**src/rtl/player_ctrl.sv**
```systemverilog
// -----------------------------------------------------------------------------
// player_ctrl
//   Owns the player sprite's position and walking animation in the 320x240
//   half-resolution playfield (20x20 sprite). A free-running divider produces
//   a one-cycle move tick; on each tick the held direction keys (priority
//   up > down > left > right) move the sprite by STEP pixels, clamped to the
//   playfield, and advance the walk animation every FRAME_TICKS ticks.
//   Entering an active stage (game state 2, 4 or 6) recentres the player.
//
// Ports
//   clk           in   1  system clock
//   rst_n         in   1  asynchronous reset, active low
//   state         in   4  game state; 2/4/6 are active stages
//   key_up        in   1  up key held (level)
//   key_down      in   1  down key held (level)
//   key_left      in   1  left key held (level)
//   key_right     in   1  right key held (level)
//   blocked       in   1  obstacle ahead, sampled on the tick
//   player_x      out  9  sprite left edge, 0..X_MAX
//   player_y      out  9  sprite top edge, 0..Y_MAX
//   player_state  out  4  sprite frame index dir*3+frame, 0..11
//   moving        out  1  last tick moved or attempted to move
// -----------------------------------------------------------------------------
module player_ctrl #(
    parameter int TICK_DIV    = 1_000_000,
    parameter int STEP        = 1,
    parameter int FRAME_TICKS = 8,
    parameter int X_MAX       = 300,
    parameter int Y_MAX       = 220,
    parameter int START_X     = 150,
    parameter int START_Y     = 200
) (
    input  logic       clk,
    input  logic       rst_n,
    input  logic [3:0] state,
    input  logic       key_up,
    input  logic       key_down,
    input  logic       key_left,
    input  logic       key_right,
    input  logic       blocked,
    output logic [8:0] player_x,
    output logic [8:0] player_y,
    output logic [3:0] player_state,
    output logic       moving
);

    localparam int TW = (TICK_DIV > 1) ? $clog2(TICK_DIV) : 1;
    localparam int AW = (FRAME_TICKS > 1) ? $clog2(FRAME_TICKS) : 1;

    localparam logic [TW-1:0] TICK_LAST  = TW'(TICK_DIV - 1);
    localparam logic [AW-1:0] ANIM_LAST  = AW'(FRAME_TICKS - 1);
    localparam logic [8:0]    START_X9   = 9'(START_X);
    localparam logic [8:0]    START_Y9   = 9'(START_Y);
    localparam logic [8:0]    X_MAX9     = 9'(X_MAX);
    localparam logic [8:0]    Y_MAX9     = 9'(Y_MAX);
    localparam logic [8:0]    STEP9      = 9'(STEP);
    localparam logic [9:0]    X_MAX10    = 10'(X_MAX);
    localparam logic [9:0]    Y_MAX10    = 10'(Y_MAX);
    localparam logic [9:0]    STEP10     = 10'(STEP);

    // Direction codes double as the sprite row: player_state = dir*3 + frame.
    typedef enum logic [1:0] {
        DIR_UP    = 2'd0,
        DIR_RIGHT = 2'd1,
        DIR_LEFT  = 2'd2,
        DIR_DOWN  = 2'd3
    } dir_t;

    logic [TW-1:0] r_tick_cnt;
    logic [3:0]    r_prev_state;
    logic [8:0]    r_x, r_y;
    dir_t          r_dir;
    logic [1:0]    r_frame;
    logic [AW-1:0] r_anim;
    logic          r_moving;
    logic [3:0]    r_pstate;

    logic          w_tick, w_in_stage, w_entry, w_key_act;
    dir_t          w_key_dir, w_dir_nxt;
    logic [8:0]    w_x_nxt, w_y_nxt;
    logic [1:0]    w_frame_nxt;
    logic [AW-1:0] w_anim_nxt;
    logic          w_moving_nxt;
    logic [3:0]    w_pstate_nxt;
    logic [9:0]    w_x_sum, w_y_sum;

    assign w_tick     = (r_tick_cnt == TICK_LAST);
    assign w_in_stage = (state == 4'd2) || (state == 4'd4) || (state == 4'd6);
    assign w_entry    = w_in_stage && (state != r_prev_state);
    // Sums kept one bit wider so the clamp compare sees the true value.
    assign w_x_sum    = {1'b0, r_x} + STEP10;
    assign w_y_sum    = {1'b0, r_y} + STEP10;

    // Move-tick divider and previous-state capture for stage-entry detection.
    always_ff @(posedge clk or negedge rst_n) begin
        if (!rst_n) begin
            r_tick_cnt   <= {TW{1'b0}};
            r_prev_state <= 4'd0;
        end else begin
            r_tick_cnt   <= w_tick ? {TW{1'b0}} : r_tick_cnt + TW'(1);
            r_prev_state <= state;
        end
    end

    // Key priority decode: up > down > left > right.
    always_comb begin
        w_key_act = 1'b1;
        w_key_dir = DIR_DOWN;
        if (key_up) begin
            w_key_dir = DIR_UP;
        end else if (key_down) begin
            w_key_dir = DIR_DOWN;
        end else if (key_left) begin
            w_key_dir = DIR_LEFT;
        end else if (key_right) begin
            w_key_dir = DIR_RIGHT;
        end else begin
            w_key_act = 1'b0;
        end
    end

    // Next position, direction, animation and moving flag.
    always_comb begin
        w_x_nxt      = r_x;
        w_y_nxt      = r_y;
        w_dir_nxt    = r_dir;
        w_frame_nxt  = r_frame;
        w_anim_nxt   = r_anim;
        w_moving_nxt = r_moving;
        if (w_entry) begin
            w_x_nxt      = START_X9;
            w_y_nxt      = START_Y9;
            w_dir_nxt    = DIR_DOWN;
            w_frame_nxt  = 2'd0;
            w_anim_nxt   = {AW{1'b0}};
            w_moving_nxt = 1'b0;
        end else if (!w_in_stage) begin
            w_moving_nxt = 1'b0;
        end else if (w_tick && !w_key_act) begin
            w_frame_nxt  = 2'd0;
            w_anim_nxt   = {AW{1'b0}};
            w_moving_nxt = 1'b0;
        end else if (w_tick) begin
            w_moving_nxt = 1'b1;
            if (w_key_dir != r_dir) begin
                w_dir_nxt   = w_key_dir;
                w_frame_nxt = 2'd0;
                w_anim_nxt  = {AW{1'b0}};
            end else if (r_anim == ANIM_LAST) begin
                w_anim_nxt  = {AW{1'b0}};
                w_frame_nxt = (r_frame == 2'd2) ? 2'd0 : r_frame + 2'd1;
            end else begin
                w_anim_nxt  = r_anim + AW'(1);
            end
            // Clamp at the playfield edges; animation continues regardless.
            if (!blocked) begin
                case (w_key_dir)
                    DIR_UP:    w_y_nxt = ({1'b0, r_y} < STEP10) ? 9'd0 : r_y - STEP9;
                    DIR_DOWN:  w_y_nxt = (w_y_sum > Y_MAX10) ? Y_MAX9 : w_y_sum[8:0];
                    DIR_LEFT:  w_x_nxt = ({1'b0, r_x} < STEP10) ? 9'd0 : r_x - STEP9;
                    DIR_RIGHT: w_x_nxt = (w_x_sum > X_MAX10) ? X_MAX9 : w_x_sum[8:0];
                    default:   w_x_nxt = r_x;
                endcase
            end else begin
                w_x_nxt = r_x;
            end
        end else begin
            w_moving_nxt = r_moving;
        end
        w_pstate_nxt = ({2'b00, w_dir_nxt} * 4'd3) + {2'b00, w_frame_nxt};
    end

    // Player state registers; outputs come straight from these.
    always_ff @(posedge clk or negedge rst_n) begin
        if (!rst_n) begin
            r_x      <= START_X9;
            r_y      <= START_Y9;
            r_dir    <= DIR_DOWN;
            r_frame  <= 2'd0;
            r_anim   <= {AW{1'b0}};
            r_moving <= 1'b0;
            r_pstate <= 4'd9;
        end else begin
            r_x      <= w_x_nxt;
            r_y      <= w_y_nxt;
            r_dir    <= w_dir_nxt;
            r_frame  <= w_frame_nxt;
            r_anim   <= w_anim_nxt;
            r_moving <= w_moving_nxt;
            r_pstate <= w_pstate_nxt;
        end
    end

    assign player_x     = r_x;
    assign player_y     = r_y;
    assign player_state = r_pstate;
    assign moving       = r_moving;

endmodule

```
**config.mk**
```make
export PLATFORM = sky130hd
export DESIGN_NAME = player_ctrl
export DESIGN_NICKNAME = d
export VERILOG_FILES = /design/src/rtl/player_ctrl.sv
export SDC_FILE = /design/constraint.sdc
export NUM_CORES = 1
export LEC_CHECK = 0
export ABC_AREA = 1
export BUFFER_PORTS_ARGS = -buffer_cell sky130_fd_sc_hd__buf_2
export CAP_MARGIN = 20
export CORE_MARGIN = 10
export CORE_UTILIZATION = 50
export DETAILED_ROUTE_END_ITERATION = 10
export PLACE_DENSITY_LB_ADDON = 0.1
export SLEW_MARGIN = 20
export SYNTH_ARGS = -nofsm -noshare
export SYNTH_HDL_FRONTEND = slang
export SYNTH_SLANG_ARGS = --single-unit
export TNS_END_PERCENT = 100
```
**constraint.sdc**
```tcl
create_clock -name clk -period 6.9 [get_ports clk]
set_input_delay 0.69 -clock clk [delete_from_list [all_inputs] [get_ports clk]]
set_output_delay 0.69 -clock clk [all_outputs]
set_load 0.1 [all_outputs]
```
==> impl_results.md, run 1 <==
- Clock transition at path regs: roughly 100 ps
- Worst Tran Pin Value: between 600 and 700 ps
- #FFs+latches synth: 54
- Fin nets: approximately 590
- Cts hold-fix bufs: 0
- R2R cell count: 15
- CP Launch Type: input port
- Initial antenna violation count: 0
- Share of cells above drive strength 1: around 15%
- Status: completed
- Area share of the largest cell type after synthesis: between 20 and 30%
- RR Startpoint: r_tick_cnt[0]$_DFF_PN0_
- Critical Path Fanout Max: 26
- Number of global-route vias before repair: about 3.4k
- R2R setup slack: ~3800 ps
- Post-route insts no fill: about 670
- Most used flip-flop cell after synthesis: dfrtp_1
- # Post-CTS Setup Buffers: 0
- RSZ-0062 raised after global routing: no
- Final period util: a little under half
- TNS Setup: 0 ps
- Post-DP HPWL: 6750 microns
- Area growth syn-to-layout: 9.33%
- Vias per inst: approximately 5.3
- DRC Markers: 0
- Clk Latency, worst-skew pair: between 300 and 400 ps
- Number of max-cap violations: 0
- Syn_nets: 560
- Sequential area share after synthesis: a little over a third
- Syn Inst Count: between 500 and 600
- TritonRoute pass-1 iters: 6
- Final Wtd Congestion: a little under 0.9
- DR WL/cell: 13.4 microns
- Post-synth top cells: nand2_1, nor2_1, inv_1
- DP Cell Count: ~660
- Leak Pwr: between 0.002 and 0.0025 uW
- Hold Crit Depth: 1
- CTS Buf Count: 5
- GRT Util Overall: about 16%
- Post-CTS Resized: 0
- Die X: approximately 110 microns
- Number of clock sinks: 54
- Post-synth EDFFs: 0
- Final Hold Fails: 0
- H-tree Lvls: 2
- Max clock buf depth: 2
- Most repeated cell in the gate-level netlist after synthesis: nand2_1
- Ys Warns: 0
- Endpoint, Worst Hold: r_tick_cnt[0]$_DFF_PN0_
- # rows: 31
- Slew HR: a little over half
- Die area: 11,400 sq um
- Largest net degree at the start of global routing: 55
- Final slew viol count: 0
- Top cells by area, synth: dfrtp_1, nand2_1, nand3_1, nor2_1, dfstp_2
- Starting Density: between 50% and 60%
- Setup Skew: about 12 ps
- WP data arrival: approximately 3400 ps
- Remaining antenna violation count: 0
- Root Buffer: clkbuf_8
- Worst min-delay path class: reg -> reg
- Overflow after GRT: 0
- First-pass GRT wire length: 15,600 microns
- Synth Cell Area: 3780 sq um
- ANT cells: 0
- Core area: roughly 7300 sq um
- CTS tree: yes
- Setup CP Type: in -> reg
- Syn avg cell area: around 7 sq um
- 1st-iter DRT viols: between 150 and 200
- WP data required: about 7000 ps
- Async set or reset register ratio after synthesis: 100%
- Synth unique cells: 39
- Routed vias: 3,534
- Final min period: 3220 ps
- Port-buffer cells: 33
- Worst setup EP type: flip-flop
- # IOs: 34
- Final count of negative-setup-slack endpoints: 0
- Total Power: between 1000 and 1500 uW
- Area leader, netlist: dfrtp_1
- Power Dens Cells: approximately 280 nW/um^2
- Hold_sp: r_tick_cnt[0]$_DFF_PN0_
- Fmax: between 0.3 and 0.4 GHz
- Die height: roughly 110 microns
- Routed WL: ~9000 microns
- Worst r2r dst: player_state[2]$_DFF_PN0_
- VDD IR max: roughly 0.00024 V
-- cells by family (layout without fill, tap and decap cells) --
family	after synthesis	count (layout)	share of synthesized area (%)
adder cells (fa/ha/maj)	11	11	4.04
AND/OR/NAND/NOR	322	322	39.3
buffers and inverters	80	112	8.40
AO/OA/AOI/OAI	48	48	6.88
XOR/XNOR	23	23	5.33
flip-flops	54	54	36.1
-- where the power goes --
part | internal, uW | switching [uW] | total (uW) | leakage (uW)
clock | 109 | 112 | 221 | 0.0000554
combinational | 122 | 388 | 510 | 0.00136
sequential | 359 | 53.9 | 413 | 0.000683
-- worst max path at each step --
stage,from,endpoint,slack [ps],cells after the start
after global placement,state[0],player_state[2]$_DFF_PN0_,3390,12
after CTS,state[0],player_state[2]$_DFF_PN0_,3660,12
after detailed placement,state[0],player_state[2]$_DFF_PN0_,3330,12
final,state[0],player_state[2]$_DFF_PN0_,3680,12
after floorplan,key_down,player_state[2]$_DFF_PN0_,3920,13
after global routing,state[0],player_state[2]$_DFF_PN0_,3450,12
-- flip-flops by register name, indices dropped and copies added, names as in the netlist --
| register | count |
|---|---|
| player_y | 9 |
| player_x | 9 |
| player_state | 4 |
| r_dir | 2 |
| moving | 1 |
| r_anim | 3 |
| r_frame | 2 |
| r_tick_cnt | 20 |
| r_prev_state | 4 |
-- metal layers --
layer  part of all wire (%)  vias to the layer above  track usage (%)  wire [microns]
met5                      0                        -                0               0
met2                     47                       95             27.3            4190
met3                    4.8                       16             2.63             434
met1                     47                     1628             21.0            4220
met4                    1.2                        0             4.26             112
li1                       -                     1795                -               -
-- worst max-delay path, cell delays in order --
cell	delay (ps)
buf_2	130
nor3_4	340
nand2_2	400
inv_2	330
a21oi_1	90
o211ai_1	90
nand2_1	120
fa_1	550
ha_1	140
inv_1	40
fa_1	470
inv_1	40
-- placed cells by master, fill, tap and decap left out, drive strengths merged --
master | Yosys | routed
nand2 | 131 | 131
nand4 | 19 | 19
bufinv | 0 | 1
buf | 8 | 34
o211ai | 2 | 2
nor3 | 9 | 9
nor2 | 88 | 88
ha | 9 | 9
fa | 2 | 2
xnor2 | 6 | 6
dfstp | 11 | 11
clkbuf | 2 | 6
or2 | 3 | 3
and3 | 1 | 1
dfrtp | 43 | 43
nand3b | 1 | 1
nor3b | 1 | 1
clkinv | 1 | 2
nand3 | 68 | 68
o31ai | 2 | 2
o21bai | 1 | 1
a21oi | 17 | 17
xor2 | 17 | 17
and2 | 1 | 1
inv | 69 | 69
o21ai | 25 | 25
a31o | 1 | 1
-- final cells by class --
type	count	area, sq um
fillers	740	3160
inverters	70	263
flip-flops and latches	54	1370
multi-input cells	404	2100
clock buffers	6	72.6
repair buffers	34	173
well taps	99	124
clock inverters	2	38.8
-- metrics by stage --
step	hold WS, ps	setup WS, ps	area (sq um)	util (%)
5_1_grt	498	3450	4140	56.7
2_1_floorplan	394	3920	3780	-
6_report	473	3680	4140	56.7
3_3_place_gp	450	3390	4020	55.2
3_5_place_dp	466	3330	4020	55.2
4_1_cts	480	3660	4140	56.7
(Power assumes the default switching activity.)
==> run 2: changes to the inputs <==
- ABC_AREA: 1 -> 0
- clock period: 6.9 -> 3.2 ns (I/O delays scaled with it)
==> impl_results.md, run 2 <==
- Worst min-delay path class: in -> async
- CTS tree: yes
- Worst Setup SP: r_tick_cnt[11]$_DFF_PN0_
- Number of global-route vias before repair: 2,978 (-13%)
- WP data arrival: 3280 ps (-160 ps)
- Share of cells above drive strength 1: 21.1% (+6.4 points)
- Worst Setup EP: player_state[2]$_DFF_PN0_
- Die area: 10,800 sq um (-5.6%)
- Remaining antenna violation count: 0 (unchanged)
- 1st-iter DRT viols: 151 (-13%)
- Final Wtd Congestion: 0.893 (+0.13%)
- Largest net degree at the start of global routing: 32 (-42%)
- Largest Register: r_tick_cnt
- Most repeated cell in the gate-level netlist after synthesis: nor2_1
- DRC Markers: 0 (unchanged)
- RR Startpoint: r_tick_cnt[11]$_DFF_PN0_
- R2R setup slack: 130 ps (-3680 ps)
- Storage cell area: 1370 sq um (unchanged)
- Area of the multi-input gates: 2060 sq um (-1.7%)
- Setup CP Type: reg -> reg
- Clock transition at path regs: 100 ps (about the same)
- RSZ-0062 raised after global routing: no
- Final min period: ~3100 ps
- #FFs+latches synth: 54 (unchanged)
- # IOs: 34 (unchanged)
- Worst setup EP type: flip-flop
- VDD IR max: 0.000210 V (-12%)
- ANT cells: 0 (unchanged)
- Routed WL: 8700 microns (-3.0%)
- First-pass GRT wire length: 14,600 microns (-6.3%)
- Root Buffer: clkbuf_8
- Leak Pwr: 0.00167 uW (-20%)
- TNS Setup: 0 ps (unchanged)
- Power Dens Cells: 312 nW/um^2 (+13%)
- # rows: 30 (-3.2%)
- Area share of the largest cell type after synthesis: 30.6% (+2.1 points)
- Top cells by area, synth: dfrtp_1, dfstp_2, nor2_1, xnor2_1, xor2_1
- Final period util: a little over nine tenths
- Final slew viol count: 0 (unchanged)
- GRT Util Overall: 15.6% (-0.58 points)
- Final Hold Fails: 0 (unchanged)
- Final count of negative-setup-slack endpoints: 0 (unchanged)
- Post-synth top cells: nor2_1, dfrtp_1, nand2_1
- Sequential area share after synthesis: 38.8% (+2.7 points)
- Ys Warns: 0 (unchanged)
- Initial antenna violation count: 0 (unchanged)
- Area growth syn-to-layout: 13.4%
- Routed vias: 3,152 (-11%)
- TritonRoute pass-1 iters: 4 (-2)
- Port-buffer cells: 33 (unchanged)
- Most used flip-flop cell after synthesis: dfrtp_1
- Worst setup margin: 127 ps (-3550 ps)
- Area leader, netlist: dfrtp_1
- Critical Path Fanout Max: 4 (-85%)
- Worst hold margin: 62.4 ps (-410 ps)
- DR WL/cell: 16.2 microns (+21%)
- Setup Skew: 8.98 ps (-3.44 ps)
- Syn Inst Count: 408 (-24%)
- Syn avg cell area: 8.63 sq um (+23%)
- Die X: 104 microns (-2.8%)
- Worst slack, placed: 42.2 ps (-3290 ps)
- CP Launch Type: flip-flop
- Status: completed
- Fin nets: 462 (-22%)
- Synth Cell Area: 3520 sq um (-6.9%)
- Worst r2r dst: player_state[2]$_DFF_PN0_
- Vias per inst: 5.87 (+11%)
- Async set or reset register ratio after synthesis: 100% (unchanged)
- Leading cell type in the layout, fill and taps excluded: nor2_1
- Most frequent cells in the layout: nor2_1, dfrtp_1, buf_2
- Post-synth EDFFs: 0 (unchanged)
- Synth unique cells: 60 (+54%)
- Starting Density: 51.6% (-0.31 points)
- CTS Buf Count: 5 (unchanged)
- H-tree Lvls: 2 (unchanged)
- Number of max-cap violations: 0 (unchanged)
- Fmax: 0.325 GHz
- Clk Latency, worst-skew pair: 310 ps (about the same)
- Die height: 104 microns (-2.8%)
- Worst Tran Pin Value: 757 ps (+62.7 ps)
- Fillers: 632 (-15%)
- Max clock buf depth: 2 (unchanged)
- Core area: 6830 sq um (-6.3%)
- Overflow after GRT: 0 (unchanged)
- WP data required: 3410 ps (-3710 ps)
- R2R cell count: 11 (-4)
- Syn_nets: 430 (-23%)
- Max reg flops: 20 (unchanged)
- Slew HR: 49.5% (-4.2 points)
- Post-DP HPWL: 6200 microns (-8.1%)
- Number of clock sinks: 54 (unchanged)
[run 2: per-stage QoR]
| stage | instance area [sq um] | total power (uW) | utilization (%) | std cells |
|---|---|---|---|---|
| global route | 3990 | 1300 | 58.4 | 537 |
| detailed placement | 3800 | 851 | 55.6 | 524 |
| CTS | 3890 | 1260 | 57.0 | 532 |
| global placement | 3800 | 851 | 55.6 | 524 |
| finish | 3990 | 1240 | 58.4 | 537 |
| floorplan | 3520 | 804 | - | 408 |
[run 2: how the worst min path moves through the flow]
stage,from,endpoint,slack (ps),depth (start not counted)
6_report,rst_n,player_x[3]$_DFFE_PN0P_,60,1
4_1_cts,rst_n,player_x[3]$_DFFE_PN0P_,80,1
3_5_place_dp,rst_n,player_x[3]$_DFFE_PN0P_,430,1
2_1_floorplan,rst_n,moving$_DFFE_PN0P_,20,0
3_3_place_gp,rst_n,player_x[0]$_DFFE_PN0P_,430,1
5_1_grt,rst_n,player_x[0]$_DFFE_PN0P_,110,1
[run 2: repair_timing]
| action | in CTS | in global routing |
|---|---|---|
| cloned | 0 | 0 |
| pin swaps | 0 | 9 |
| gates resized for setup | 1 | 13 |
| buffers inserted | 0 | 6 |
| endpoints found under the setup margin | 1 | 2 |
| hold buffers | 0 | 0 |
[run 2: layout make-up]
class                           count  share of cell area [%]
Multi-Input combinational cell    315                    51.7
Clock buffer                        6                    2.07
Tap cell                           96                    3.01
Clock inverter                      2                   0.313
Timing Repair Buffer               51                    7.52
Inverter                           13                    1.22
Sequential cell                    54                    34.2
[run 2: logic make-up (layout without fill, tap and decap cells)]
kind of cell    count (synthesis)  in the layout  share of synthesized area [%]
simple gates                  183            183                           26.6
compound gates                 88             88                           17.5
flops                          54             54                           38.8
buf+inv                        39             72                           4.44
xor+xnor                       30             30                           7.46
fa+ha+maj                      11             11                           4.33
mux                             3              3                          0.924
[run 2: report_power, final]
| part | internal, uW | leakage, uW | switching, uW |
|---|---|---|---|
| Combinational | 34.8 | 0.000933 | 97.1 |
| Clock | 175 | 0.0000472 | 230 |
| Sequential | 694 | 0.000692 | 13.9 |
[run 2: critical path: stages (launching register included)]
cell and delay [ps]:
dfrtp_1 430, nor4_2 250, nand4_1 210, nor3_2 270
buf_4 150, nand2b_4 60, a221o_1 370, fa_1 530
ha_2 170, inv_2 30, fa_1 460, inv_1 30
[run 2: per-layer routing]
layer	global-route usage [%]	wire [microns]	vias up
li1	-	-	1548
met1	21.2	4050	1512
met2	24.9	4170	83
met3	2.66	365	9
met4	4.27	104	0
met5	0	0	-
